<file path="src/rtl/fb_wr_arbiter.sv">
// Round-robin write-port arbiter for the frame/line RAM, with an optional
// full-RAM clear engine built only when FB_WR_ARBITER_CLEAR_EN is defined.
module fb_wr_arbiter #(
  parameter int DATA_WIDTH = 8,
  parameter int DATA_N     = 16,
  parameter int ADDR_BITS  = $clog2(DATA_N),
  parameter int NUM_REQ    = 2
) (
  input  logic                            clk,
  input  logic                            rst_n,
  input  logic [NUM_REQ-1:0]              req_valid,
  output logic [NUM_REQ-1:0]              req_ready,
  input  logic [NUM_REQ*ADDR_BITS-1:0]    req_addr,
  input  logic [NUM_REQ*DATA_WIDTH-1:0]   req_data,
  input  logic                            clr_start,
  input  logic [DATA_WIDTH-1:0]           clr_val,
  output logic                            clr_busy,
  output logic                            clr_done,
  output logic                            dbg_clr_state,
  output logic                            wr_en,
  output logic [ADDR_BITS-1:0]            wr_addr,
  output logic [DATA_WIDTH-1:0]           wr_in
);

  // Handshake: requester i transfers on a rising clk edge where
  // req_valid[i] & req_ready[i]; ready is combinational and data-independent.
  localparam int LG_W = (NUM_REQ > 1) ? $clog2(NUM_REQ) : 1;

  logic [LG_W-1:0]       last_grant_q, last_grant_d;
  logic [LG_W-1:0]       gnt_idx, idx_hi, idx_lo;
  logic                  found_hi, found_lo;
  logic                  grant_block, xfer;
  logic [ADDR_BITS-1:0]  sel_addr;
  logic [DATA_WIDTH-1:0] sel_data;
  logic                  clr_wr;
  logic [ADDR_BITS-1:0]  clr_addr;
  logic [DATA_WIDTH-1:0] clr_data;
  logic                  wr_en_q, wr_en_d;
  logic [ADDR_BITS-1:0]  wr_addr_q, wr_addr_d;
  logic [DATA_WIDTH-1:0] wr_in_q, wr_in_d;

  // Lowest valid index above last_grant wins; otherwise lowest index at or below it.
  always_comb begin
    found_hi = 1'b0;
    found_lo = 1'b0;
    idx_hi   = '0;
    idx_lo   = '0;
    for (int i = NUM_REQ - 1; i >= 0; i--) begin
      if (req_valid[i]) begin
        if (i > int'(last_grant_q)) begin
          found_hi = 1'b1;
          idx_hi   = LG_W'(i);
        end else begin
          found_lo = 1'b1;
          idx_lo   = LG_W'(i);
        end
      end
    end
    gnt_idx = found_hi ? idx_hi : idx_lo;
  end

  assign xfer = (found_hi | found_lo) & ~grant_block;

  always_comb begin
    req_ready = '0;
    sel_addr  = '0;
    sel_data  = '0;
    for (int i = 0; i < NUM_REQ; i++) begin
      req_ready[i] = xfer && (gnt_idx == LG_W'(i));
      if (gnt_idx == LG_W'(i)) begin
        sel_addr = req_addr[i*ADDR_BITS +: ADDR_BITS];
        sel_data = req_data[i*DATA_WIDTH +: DATA_WIDTH];
      end
    end
  end

`ifdef FB_WR_ARBITER_CLEAR_EN
  localparam logic ST_IDLE  = 1'b0;
  localparam logic ST_CLEAR = 1'b1;

  logic                  state_q, state_d;
  logic [ADDR_BITS:0]    cnt_q, cnt_d;
  logic [DATA_WIDTH-1:0] val_q, val_d;
  logic                  done_q, done_d;
  logic                  clr_last;

  assign clr_last = (cnt_q == (ADDR_BITS+1)'(DATA_N - 1));

  always_comb begin
    state_d = state_q;
    cnt_d   = cnt_q;
    val_d   = val_q;
    done_d  = 1'b0;
    case (state_q)
      ST_IDLE: begin
        if (clr_start) begin
          state_d = ST_CLEAR;
          cnt_d   = '0;
          val_d   = clr_val;
        end
      end
      default: begin
        cnt_d = cnt_q + (ADDR_BITS+1)'(1);
        if (clr_last) begin
          state_d = ST_IDLE;
          done_d  = 1'b1;
        end
      end
    endcase
  end

  always_ff @(posedge clk or negedge rst_n) begin
    if (!rst_n) begin
      state_q <= ST_IDLE;
      cnt_q   <= '0;
      val_q   <= '0;
      done_q  <= 1'b0;
    end else begin
      state_q <= state_d;
      cnt_q   <= cnt_d;
      val_q   <= val_d;
      done_q  <= done_d;
    end
  end

  // A start pulse blocks grants in its own cycle so the clear always wins.
  assign clr_busy      = (state_q == ST_CLEAR);
  assign clr_done      = done_q;
  assign dbg_clr_state = state_q;
  assign grant_block   = clr_busy | clr_start;
  assign clr_wr        = clr_busy;
  assign clr_addr      = cnt_q[ADDR_BITS-1:0];
  assign clr_data      = val_q;
`else
  logic unused_clr;
  assign unused_clr    = ^{clr_start, clr_val};
  assign clr_busy      = 1'b0;
  assign clr_done      = 1'b0;
  assign dbg_clr_state = 1'b0;
  assign grant_block   = 1'b0;
  assign clr_wr        = 1'b0;
  assign clr_addr      = '0;
  assign clr_data      = '0;
`endif

  always_comb begin
    wr_en_d      = clr_wr | xfer;
    wr_addr_d    = wr_addr_q;
    wr_in_d      = wr_in_q;
    last_grant_d = last_grant_q;
    if (clr_wr) begin
      wr_addr_d = clr_addr;
      wr_in_d   = clr_data;
    end else if (xfer) begin
      wr_addr_d    = sel_addr;
      wr_in_d      = sel_data;
      last_grant_d = gnt_idx;
    end
  end

  always_ff @(posedge clk or negedge rst_n) begin
    if (!rst_n) begin
      wr_en_q      <= 1'b0;
      wr_addr_q    <= '0;
      wr_in_q      <= '0;
      last_grant_q <= LG_W'(NUM_REQ - 1);
    end else begin
      wr_en_q      <= wr_en_d;
      wr_addr_q    <= wr_addr_d;
      wr_in_q      <= wr_in_d;
      last_grant_q <= last_grant_d;
    end
  end

  assign wr_en   = wr_en_q;
  assign wr_addr = wr_addr_q;
  assign wr_in   = wr_in_q;

endmodule
</file>
<file path="config.mk">
export PLATFORM = sky130hd
export DESIGN_NAME = fb_wr_arbiter
export DESIGN_NICKNAME = d
export VERILOG_FILES = /design/src/rtl/fb_wr_arbiter.sv
export SDC_FILE = /design/constraint.sdc
export NUM_CORES = 1
export LEC_CHECK = 0
export BUFFER_PORTS_ARGS = -buffer_cell sky130_fd_sc_hd__buf_4
export CAP_MARGIN = 20
export CORE_MARGIN = 2
export CORE_UTILIZATION = 46
export CTS_BUF_LIST = sky130_fd_sc_hd__clkbuf_8
export DETAILED_ROUTE_END_ITERATION = 6
export PLACE_DENSITY = 0.87
export SYNTH_ARGS = -nofsm -noshare
export SYNTH_HDL_FRONTEND = slang
export SYNTH_SLANG_ARGS = --single-unit
</file>
<file path="constraint.sdc">
create_clock -name clk -period 2.2 [get_ports clk]
set_input_delay 0.33 -clock clk [delete_from_list [all_inputs] [get_ports clk]]
set_output_delay 0.33 -clock clk [all_outputs]
set_load 0.01 [all_outputs]
</file>
==> results_dict.tcl, run 1 <==
set metrics [dict create \
    cp_top_family "flip-flops" \
    fin_crit_sh 0.8123 \
    yosysWarningCount 0 \
    synthCells 81 \
    die_h_um 46.18 \
    ctsLongestPathBuffers 2 \
    hold_buffers 1 \
    multi_input_area_um2 375.4 \
    globalplace.congestion 0.6481 \
    cts_sinks 14 \
    nets 157 \
    synthesis.area_um2 818.3 \
    fp.dieArea_mm2 0.002132 \
    postCtsSetupBuffers 0 \
    final_common_cell "buf_4" \
    drt_drc_violations_left 0 \
    critPathArrivalTime_ps 1460 \
    vdd_ir_drop_max_v 0.0005699 \
    path_buf_inv 2 \
    cts_tree "done" \
    end_kind "output port" \
    wl_um 2054 \
    antenna_found_initial 0 \
    rrSetupSlack_ps 840 \
    critical_path_depth 4 \
    synth_cell_types 18 \
    drive_gt1_frac 0.4202 \
    skew_ps 1.840 \
    layout_setup_ws_ps 412.9 \
    outcome "complete, no violations" \
    die_w_um 46.18 \
    worstPathCellList "nand2_2, nand2_1, inv_1, buf_4" \
    hold_class "in2reg" \
    first_global_vias 779 \
    timing.final.crit_period_ps 1787 \
    grt_overflow 0 \
    grt_pass1_wl_um 3277 \
    ant_nets 0 \
    coreArea_mm2 0.001708 \
    routedWlPerCell_um 14.26 \
    grt_start_max_net_pins 29 \
    ys_seq_area_frac 0.4297 \
    areaGrowthSynthToFinish_pct 40.06 \
    place_ws_ps 697.3 \
    worst-r2r-cell-count 3 \
    htree_num_levels 1 \
    cts_buffers 3 \
    met2_usage 0.3694 \
    hold_viol_final 0 \
    grt.met3_usage 0.05490 \
    endpoint "req_ready[1]" \
    worstSetupStartpointType "flip-flop" \
    met1_usage 0.2542 \
    fmax_mhz 559.6 \
    place_hpwl_um 1406 \
    critPathRequiredTime_ps 1870 \
    final_cell_mix "buf_4, dfrtp_1, mux2i_1, a31oi_1, o21ai_1" \
    maxSlewViolCount 0 \
    clock_latency_ps 240 \
    avgSynthCellArea_um2 10.10 \
    rsz0062_at_grt "false" \
    power_leakage_nw 0.5991 \
    vias_per_cell 5.292 \
    p_per_area_mw_per_mm2 684.3 \
    critPathMaxFanout 15 \
    ios 55 \
    gr-max-usage-layer "met2" \
    diodes 0 \
    port_buffers 42 \
    drt-initial-drc-count 8 \
    timing.setup.tns_ps 0 \
    grt.total_usage 0.2100 \
    synth-seq-cells 14 \
    layout.area.seq_um2 351.6 \
    cp-startpoint "last_grant_q" \
    rows 15 \
    max_cap_violations 0 \
    post_cts_resized 0 \
    drt-pass1-iter-count 4 \
    r2r_start "last_grant_q" \
    start_util 0.4791 \
    path_clk_slew_ps 60 \
    fillers 139 \
    setup_viol 0 \
    crit_path_top_delay_cell "dfstp_2" \
    root_buffer "clkbuf_8" \
    r2r-end "wr_addr[0]" \
    slowest_delay_ps 670 \
    critPathKind "reg2out" \
    num_vias 762 \
]
cells by family after synthesis:
| kind of cell | after synthesis | share of synthesized area |
|---|---|---|
| mux | 12 | 0.1468 |
| flops | 14 | 0.4297 |
| simple gates | 15 | 0.1147 |
| buf+inv | 13 | 0.1208 |
| compound gates | 26 | 0.1835 |
| other cells | 1 | 0.004583 |
per-stage QoR:
step	util	power, W	hold slack, ps	area [um2]	std cells
after floorplan	-	0.0004361	34.41	825.8	83
after global placement	0.6330	0.0005283	190.0	1081	139
after detailed placement	0.6330	0.0005359	190.6	1081	139
after CTS	0.6711	0.0007891	326.7	1146	144
after global routing	0.6711	0.0008267	342.6	1146	144
final	0.6711	0.0007842	325.7	1146	144
area by class of cell:
cell class / count / area share
multi-input combinational: 56 / 0.3275
sequential: 14 / 0.3068
timing repair buffer: 43 / 0.2838
clock buffer: 4 / 0.04803
tap: 25 / 0.02729
inverter: 2 / 0.006550
registers in the layout, indices dropped and copies added, names as in the netlist:
signal and count:
last_grant_q 1, wr_in 8, wr_en 1, wr_addr 4
power breakdown:
group / internal [W] / switching (W)
registers: 0.000294 / 0.0000288
clock network: 0.000158 / 0.0000918
logic: 0.000115 / 0.0000962
worst reg2reg max path, stage by stage (launching register included):
cell and delay [ps]:
dfstp_2 670, nand2_2 240, a31oi_1 240, o21ai_1 90
Yosys cell counts:
master,instances,area share
and3_1,10,0.076
or2_1,1,0.0077
inv_1,2,0.0092
nand2_1,1,0.0046
dfrtp_1,13,0.40
buf_2,4,0.024
a21boi_1,1,0.0092
a31oi_1,12,0.092
dfstp_2,1,0.032
buf_6,3,0.041
and3_2,2,0.018
buf_8,1,0.018
buf_4,3,0.028
o21ai_1,12,0.073
o21a_1,1,0.0092
mux2i_1,12,0.15
conb_1,1,0.0046
nand2_2,1,0.0077
layer usage:
layer  part of all wire  wire length [um]  vias to the layer above
met3              0.050               102                        0
li1                   -                 -                      368
met1               0.41               838                      372
met5                  0                 0                        -
met4                  0                 0                        0
met2               0.54              1113                       22
how the worst min path moves through the flow:
| stage | startpoint | end | slack (ps) | depth (start not counted) |
|---|---|---|---|---|
| 5_1_grt | req_data[11] | wr_in[3] | 340 | 3 |
| 4_1_cts | req_data[10] | wr_in[2] | 330 | 3 |
| 6_report | req_data[10] | wr_in[2] | 330 | 3 |
| 3_3_place_gp | rst_n | wr_in[4] | 190 | 1 |
| 2_1_floorplan | rst_n | wr_addr[0] | 30 | 0 |
| 3_5_place_dp | rst_n | wr_in[4] | 190 | 1 |
Power figures use the tool's default switching activity.
==> run 2: changes to the inputs <==
Settings changed: ABC_AREA set to 1, CORE_UTILIZATION 46 to 37, PLACE_DENSITY 0.87 to 0.76.
Clock period 2.2 ns to 1.6 ns, I/O delays scaled along.
==> run 2 against run 1 <==
Worst hold slack worse by 75 ps. Non-clock buffer count stayed put. Combinational power is 46% higher. Total power is 37% higher. Core utilization is 11 points lower. Clock power is 33% higher. Critical endpoint unchanged. Sequential share of layout area is 1.5 points higher. Area after synthesis is 5.2% lower. Sequential cell count stayed put. First-iteration DRC count grew to 4.3 times the previous value. Largest power group unchanged. Worst setup slack worse by 350 ps. Critical path depth is 1 lower.
==> results_dict.tcl, run 2 <==
set metrics [dict create \
    outcome "complete, no violations" \
    rsz0062_at_grt "false" \
    coreArea_mm2 0.001962 \
    critPathArrivalTime_ps 1300 \
    switching_share 0.2831 \
    root_buffer "clkbuf_8" \
    drt-initial-drc-count 34 \
    max_cap_violations 0 \
    drt-pass1-iter-count 4 \
    diodes 0 \
    start_util 0.3954 \
    ant_nets 0 \
    fillers 186 \
    yosysMostFrequentCell "nand3_1" \
    num_vias 785 \
    r2r_start "last_grant_q" \
    cp_top_family "flip-flops" \
    first_global_vias 749 \
    htree_num_levels 1 \
    ctsLongestPathBuffers 2 \
    worst-r2r-cell-count 3 \
    critPathMaxFanout 14 \
    worstPathCellList "nand2_2, o21ai_2, buf_4" \
    worstSetupStartpointType "flip-flop" \
    areaGrowthSynthToFinish_pct 40.97 \
    synth-seq-cells 14 \
    timing.final.crit_period_ps 1541 \
    critPathRequiredTime_ps 1360 \
    path_clk_slew_ps 60 \
    power_leakage_nw 0.5352 \
    grt_start_max_net_pins 28 \
    dp.cells 143 \
    drt_drc_violations_left 0 \
    hp-start "req_addr[7]" \
    critPathKind "reg2out" \
    finalNonFillerCells 148 \
    synth_edf_count 0 \
    antenna_found_initial 0 \
    hold_end "wr_addr[3]" \
    hold_viol_final 0 \
    die_h_um 49.79 \
    p_per_area_mw_per_mm2 984.6 \
    synth_common_cells "nand3_1, dfrtp_1, nand4_1" \
    setup_viol 0 \
    drive_gt1_frac 0.4298 \
    wl_um 2165 \
    grt.total_usage 0.1746 \
    path_buf_inv 1 \
    comb_power_share 0.287 \
    cts_sinks 14 \
    p_seq_frac 0.404 \
    end_kind "output port" \
    fp.dieArea_mm2 0.002479 \
    synthCells 84 \
    ys_seq_area_frac 0.4532 \
    layout_setup_ws_ps 58.79 \
    die_w_um 49.79 \
    hold_path_depth 3 \
    synthesis.area_um2 775.7 \
    yosys.area.top_type "dfrtp_1" \
    port_buffers 42 \
    clock_latency_ps 240 \
    place_ws_ps 329.4 \
    maxSlewViolCount 0 \
    hold_slack_ps 250.4 \
    vdd_ir_drop_max_v 0.0004797 \
    avgSynthCellArea_um2 9.235 \
    ios 55 \
    final_cell_mix "buf_4, nand3_1, dfrtp_1, nand4_1, clkbuf_8" \
    hold_class "in2reg" \
    nets 159 \
    synth_top_area_frac 0.4194 \
    place_hpwl_um 1452 \
    crit_path_top_delay_cell "dfstp_2" \
    globalplace.congestion 0.7116 \
    grt_pass1_wl_um 3374 \
    yosysWarningCount 0 \
    synth_cell_types 15 \
    rrSetupSlack_ps 340 \
    cts_buffers 3 \
    routedWlPerCell_um 14.63 \
    rows 16 \
    cts_tree "done" \
    synth.area.top_cells "dfrtp_1, nand3_1, nand4_1, buf_6, buf_4" \
    async_flop_share 1.000 \
    timing.setup.tns_ps 0 \
    synth_ff_type "dfrtp_1" \
    largest_register_ffs 8 \
    final_common_cell "buf_4" \
    grt_overflow 0 \
    fin_crit_sh 0.9633 \
    skew_ps 3.463 \
    internal_power_w 0.0007720 \
    fmax_mhz 648.8 \
    cp-startpoint "last_grant_q" \
    r2r-end "wr_addr[2]" \
    p_clk_frac 0.308 \
    power_w 0.001077 \
    slowest_delay_ps 550 \
    vias_per_cell 5.304 \
    switchingPower_w 0.0003048 \
]
[run 2: cell types whose count changed in the layout (fill, tap and decap cells not counted), moves of 2 or more]
cell | previous run | this run
nand4_1 | 0 | 12
inv_1 | 2 | 0
and3_1 | 10 | 0
and3_2 | 2 | 0
nand3_1 | 0 | 37
o21ai_1 | 12 | 0
inv_2 | 0 | 2
mux2i_1 | 12 | 0
a31oi_1 | 12 | 0
[run 2: final cells by class]
type,instances,area (um2),share of cell area
clock buffer,4,55.05,0.05034
tap,27,33.78,0.03089
inverter,2,7.507,0.006865
timing repair buffer,43,325.3,0.2975
multi-input combinational,58,320.3,0.2929
sequential,14,351.6,0.3215
[run 2: timing repair]
item	in CTS	in global routing
gates resized for setup	0	0
endpoints found under the hold margin	13	0
buffers inserted	0	0
hold buffers	1	0
[run 2: how the worst max path moves through the flow]
| stage | cells after the start | slack (ps) | endpoint |
|---|---|---|---|
| 6_report | 3 | 60 | req_ready[1] |
| 5_1_grt | 3 | 6 | req_ready[1] |
| 4_1_cts | 3 | 60 | req_ready[1] |
| 3_5_place_dp | 3 | 330 | req_ready[1] |
| 3_3_place_gp | 3 | 340 | req_ready[1] |
| 2_1_floorplan | 3 | 460 | req_ready[1] |
[run 2: kinds of logic after synthesis]
logic type             after synthesis  synth area share
AND/OR/NAND/NOR                     52            0.3742
flip-flops                          14            0.4532
buffers and inverters               14            0.1436
AO/OA/AOI/OAI                        3           0.02418
other                                1          0.004834
[run 2: tightest hold or removal path, stage by stage]
cell	delay, ps
buf_4	80
nand3_1	70
nand3_1	70
[run 2: layer usage]
layer	GRT usage	vias to the layer above	wire length [um]
li1	-	377	-
met1	0.2308	374	955
met2	0.2978	34	1077
met3	0.03636	0	133
met4	0.02778	0	0
met5	0	-	0
[run 2: stage by stage]
step | util | cell area [um2]
after global routing | 0.5574 | 1094
after global placement | 0.5242 | 1028
after CTS | 0.5574 | 1094
final | 0.5574 | 1094
after detailed placement | 0.5242 | 1028
after floorplan | - | 783.3
[run 2: power groups by stage]
stage / sequential [W] / combinational [W] / clock [W]
global placement: 0.000439 / 0.000301 / 0
floorplan: 0.000460 / 0.000153 / 0
global route: 0.000440 / 0.000336 / 0.000352
CTS: 0.000435 / 0.000311 / 0.000340
finish: 0.000435 / 0.000309 / 0.000332
detailed placement: 0.000440 / 0.000308 / 0
==> run 3: changes to the inputs <==
Settings changed: CORE_UTILIZATION 37 to 41, PLACE_DENSITY 0.76 to 0.8.
Clock period 1.6 ns to 1.42 ns, I/O delays scaled along.
==> run 3 against run 2 <==
Total power grew 17%. Via count grew 3.8%. Global-route usage grew 2.1 points. Sequential share of layout area shrank 1.6 points. Combinational power grew 24%. Cell area grew 5.3%. Clock-buffer cell count is the same. Worst setup slack lost 34 ps. First-iteration DRC count shrank 32%. Critical path depth is the same. Non-clock buffer count grew 5. Worst hold slack lost 37 ps. Critical path type unchanged.
==> results_dict.tcl, run 3 (synthesis results as in run 2) <==
set metrics [dict create \
    globalplace.congestion 0.8275 \
    cts_sinks 14 \
    critPathArrivalTime_ps 1180 \
    hp-start "req_data[2]" \
    rrSetupSlack_ps 60 \
    fmax_mhz 716.6 \
    drt_drc_violations_left 0 \
    wl_um 2182 \
    final_cell_mix "buf_4, nand3_1, dfrtp_1, nand4_1, clkbuf_8" \
    vdd_ir_drop_max_v 0.0008813 \
    critPathRequiredTime_ps 1210 \
    internal_power_w 0.0008929 \
    switching_share 0.2921 \
    grt_overflow 0 \
    p_clk_frac 0.304 \
    worst-r2r-cell-count 4 \
    coreArea_mm2 0.001745 \
    switchingPower_w 0.0003684 \
    comb_power_share 0.304 \
    outcome "complete, no violations" \
    root_buffer "clkbuf_8" \
    grt_start_max_net_pins 17 \
    critPathMaxFanout 4 \
    cts_tree "done" \
    diodes 0 \
    fp.dieArea_mm2 0.002256 \
    critPathKind "reg2out" \
    power_w 0.001261 \
    power_leakage_nw 0.5704 \
    largest_register_ffs 8 \
    end_kind "output port" \
    clock_latency_ps 240 \
    r2r-end "wr_in[6]" \
    setup_viol 0 \
    port_buffers 42 \
    drt-pass1-iter-count 4 \
    start_util 0.4444 \
    vias_per_cell 5.362 \
    hold_class "in2reg" \
    antenna_found_initial 0 \
    p_seq_frac 0.392 \
    timing.final.crit_period_ps 1395 \
    path_clk_slew_ps 60 \
    r2r_start "last_grant_q" \
    htree_num_levels 1 \
    max_cap_violations 0 \
    grt.total_usage 0.1959 \
    ctsLongestPathBuffers 2 \
    first_global_vias 683 \
    ant_nets 0 \
    num_vias 815 \
    fin_crit_sh 0.9827 \
    hold_viol_final 0 \
    final_common_cell "buf_4" \
    nets 165 \
    hold_end "wr_in[2]" \
    areaGrowthSynthToFinish_pct 48.39 \
    skew_ps 1.739 \
    die_h_um 47.50 \
    ios 55 \
    drt-initial-drc-count 23 \
    drive_gt1_frac 0.4646 \
    hold_path_depth 3 \
    p_per_area_mw_per_mm2 1096 \
    cts_buffers 3 \
    rows 15 \
    routedWlPerCell_um 14.36 \
    die_w_um 47.50 \
    place_hpwl_um 1386 \
    final_util 0.6595 \
    maxSlewViolCount 0 \
    worstSetupStartpointType "flip-flop" \
    grt_pass1_wl_um 3105 \
]
==> run 3: cell count changes in the layout (fill, tap and decap cells not counted), sizes merged <==
cell   previous run  this run
buf              42        47
nand2             3         4
==> run 3: final cells by class <==
| class | instances | area (um2) |
|---|---|---|
| well taps | 25 | 31.28 |
| fillers | 152 | 594.3 |
| clock buffers | 4 | 55.05 |
| repair buffers | 48 | 362.8 |
| multi-input cells | 59 | 340.3 |
| inverters | 2 | 10.01 |
| flip-flops and latches | 14 | 351.6 |
==> run 3: repair_timing <==
action | 4_1_cts | 5_1_grt
setup endpoints to repair | 1 | 2
pin swaps | 0 | 0
gates resized for setup | 2 | 1
endpoints found under the hold margin | 13 | 0
buffers inserted | 1 | 3
hold buffers | 1 | 0
cloned | 1 | 0
==> run 3: worst max-delay path by stage <==
stage | start | slack (ps) | to
global placement | last_grant_q | 250 | req_ready[1]
floorplan | last_grant_q | 310 | req_ready[1]
global route | last_grant_q | -7 | req_ready[1]
finish | last_grant_q | 20 | req_ready[0]
CTS | last_grant_q | 20 | req_ready[0]
detailed placement | last_grant_q | 240 | req_ready[1]
==> run 3: critical path, stage by stage, from the launching register on <==
cell and delay, ps:
dfstp_2 590, inv_4 80, a21oi_2 130, buf_4 140
==> run 3: per-stage QoR <==
step	hold slack, ps	instance area [um2]	setup WS [ps]	std cells	TNS (ps)
floorplan	-82.59	783.3	308.2	86	0
global placement	69.74	1033	250.2	142	0
detailed placement	67.95	1033	241.5	142	0
CTS	218.3	1126	18.92	149	0
global route	222.3	1151	-6.796	152	-6.796
finish	213.7	1151	24.60	152	0
==> run 3: power groups by stage <==
stage,clock (W),sequential [W],combinational [W]
finish,0.000383,0.000495,0.000384
global route,0.000397,0.000498,0.000415
CTS,0.000381,0.000493,0.000368
detailed placement,0,0.000496,0.000347
global placement,0,0.000495,0.000341
floorplan,0,0.000519,0.000172
==> run 3: metal layers <==
layer  up-vias  GRT usage  wire length [um]
met4         0    0.06667                29
met2        23     0.3432              1228
li1        388          -                 -
met1       400     0.2470               850
met5         -          0                 0
met3         4    0.02642                74
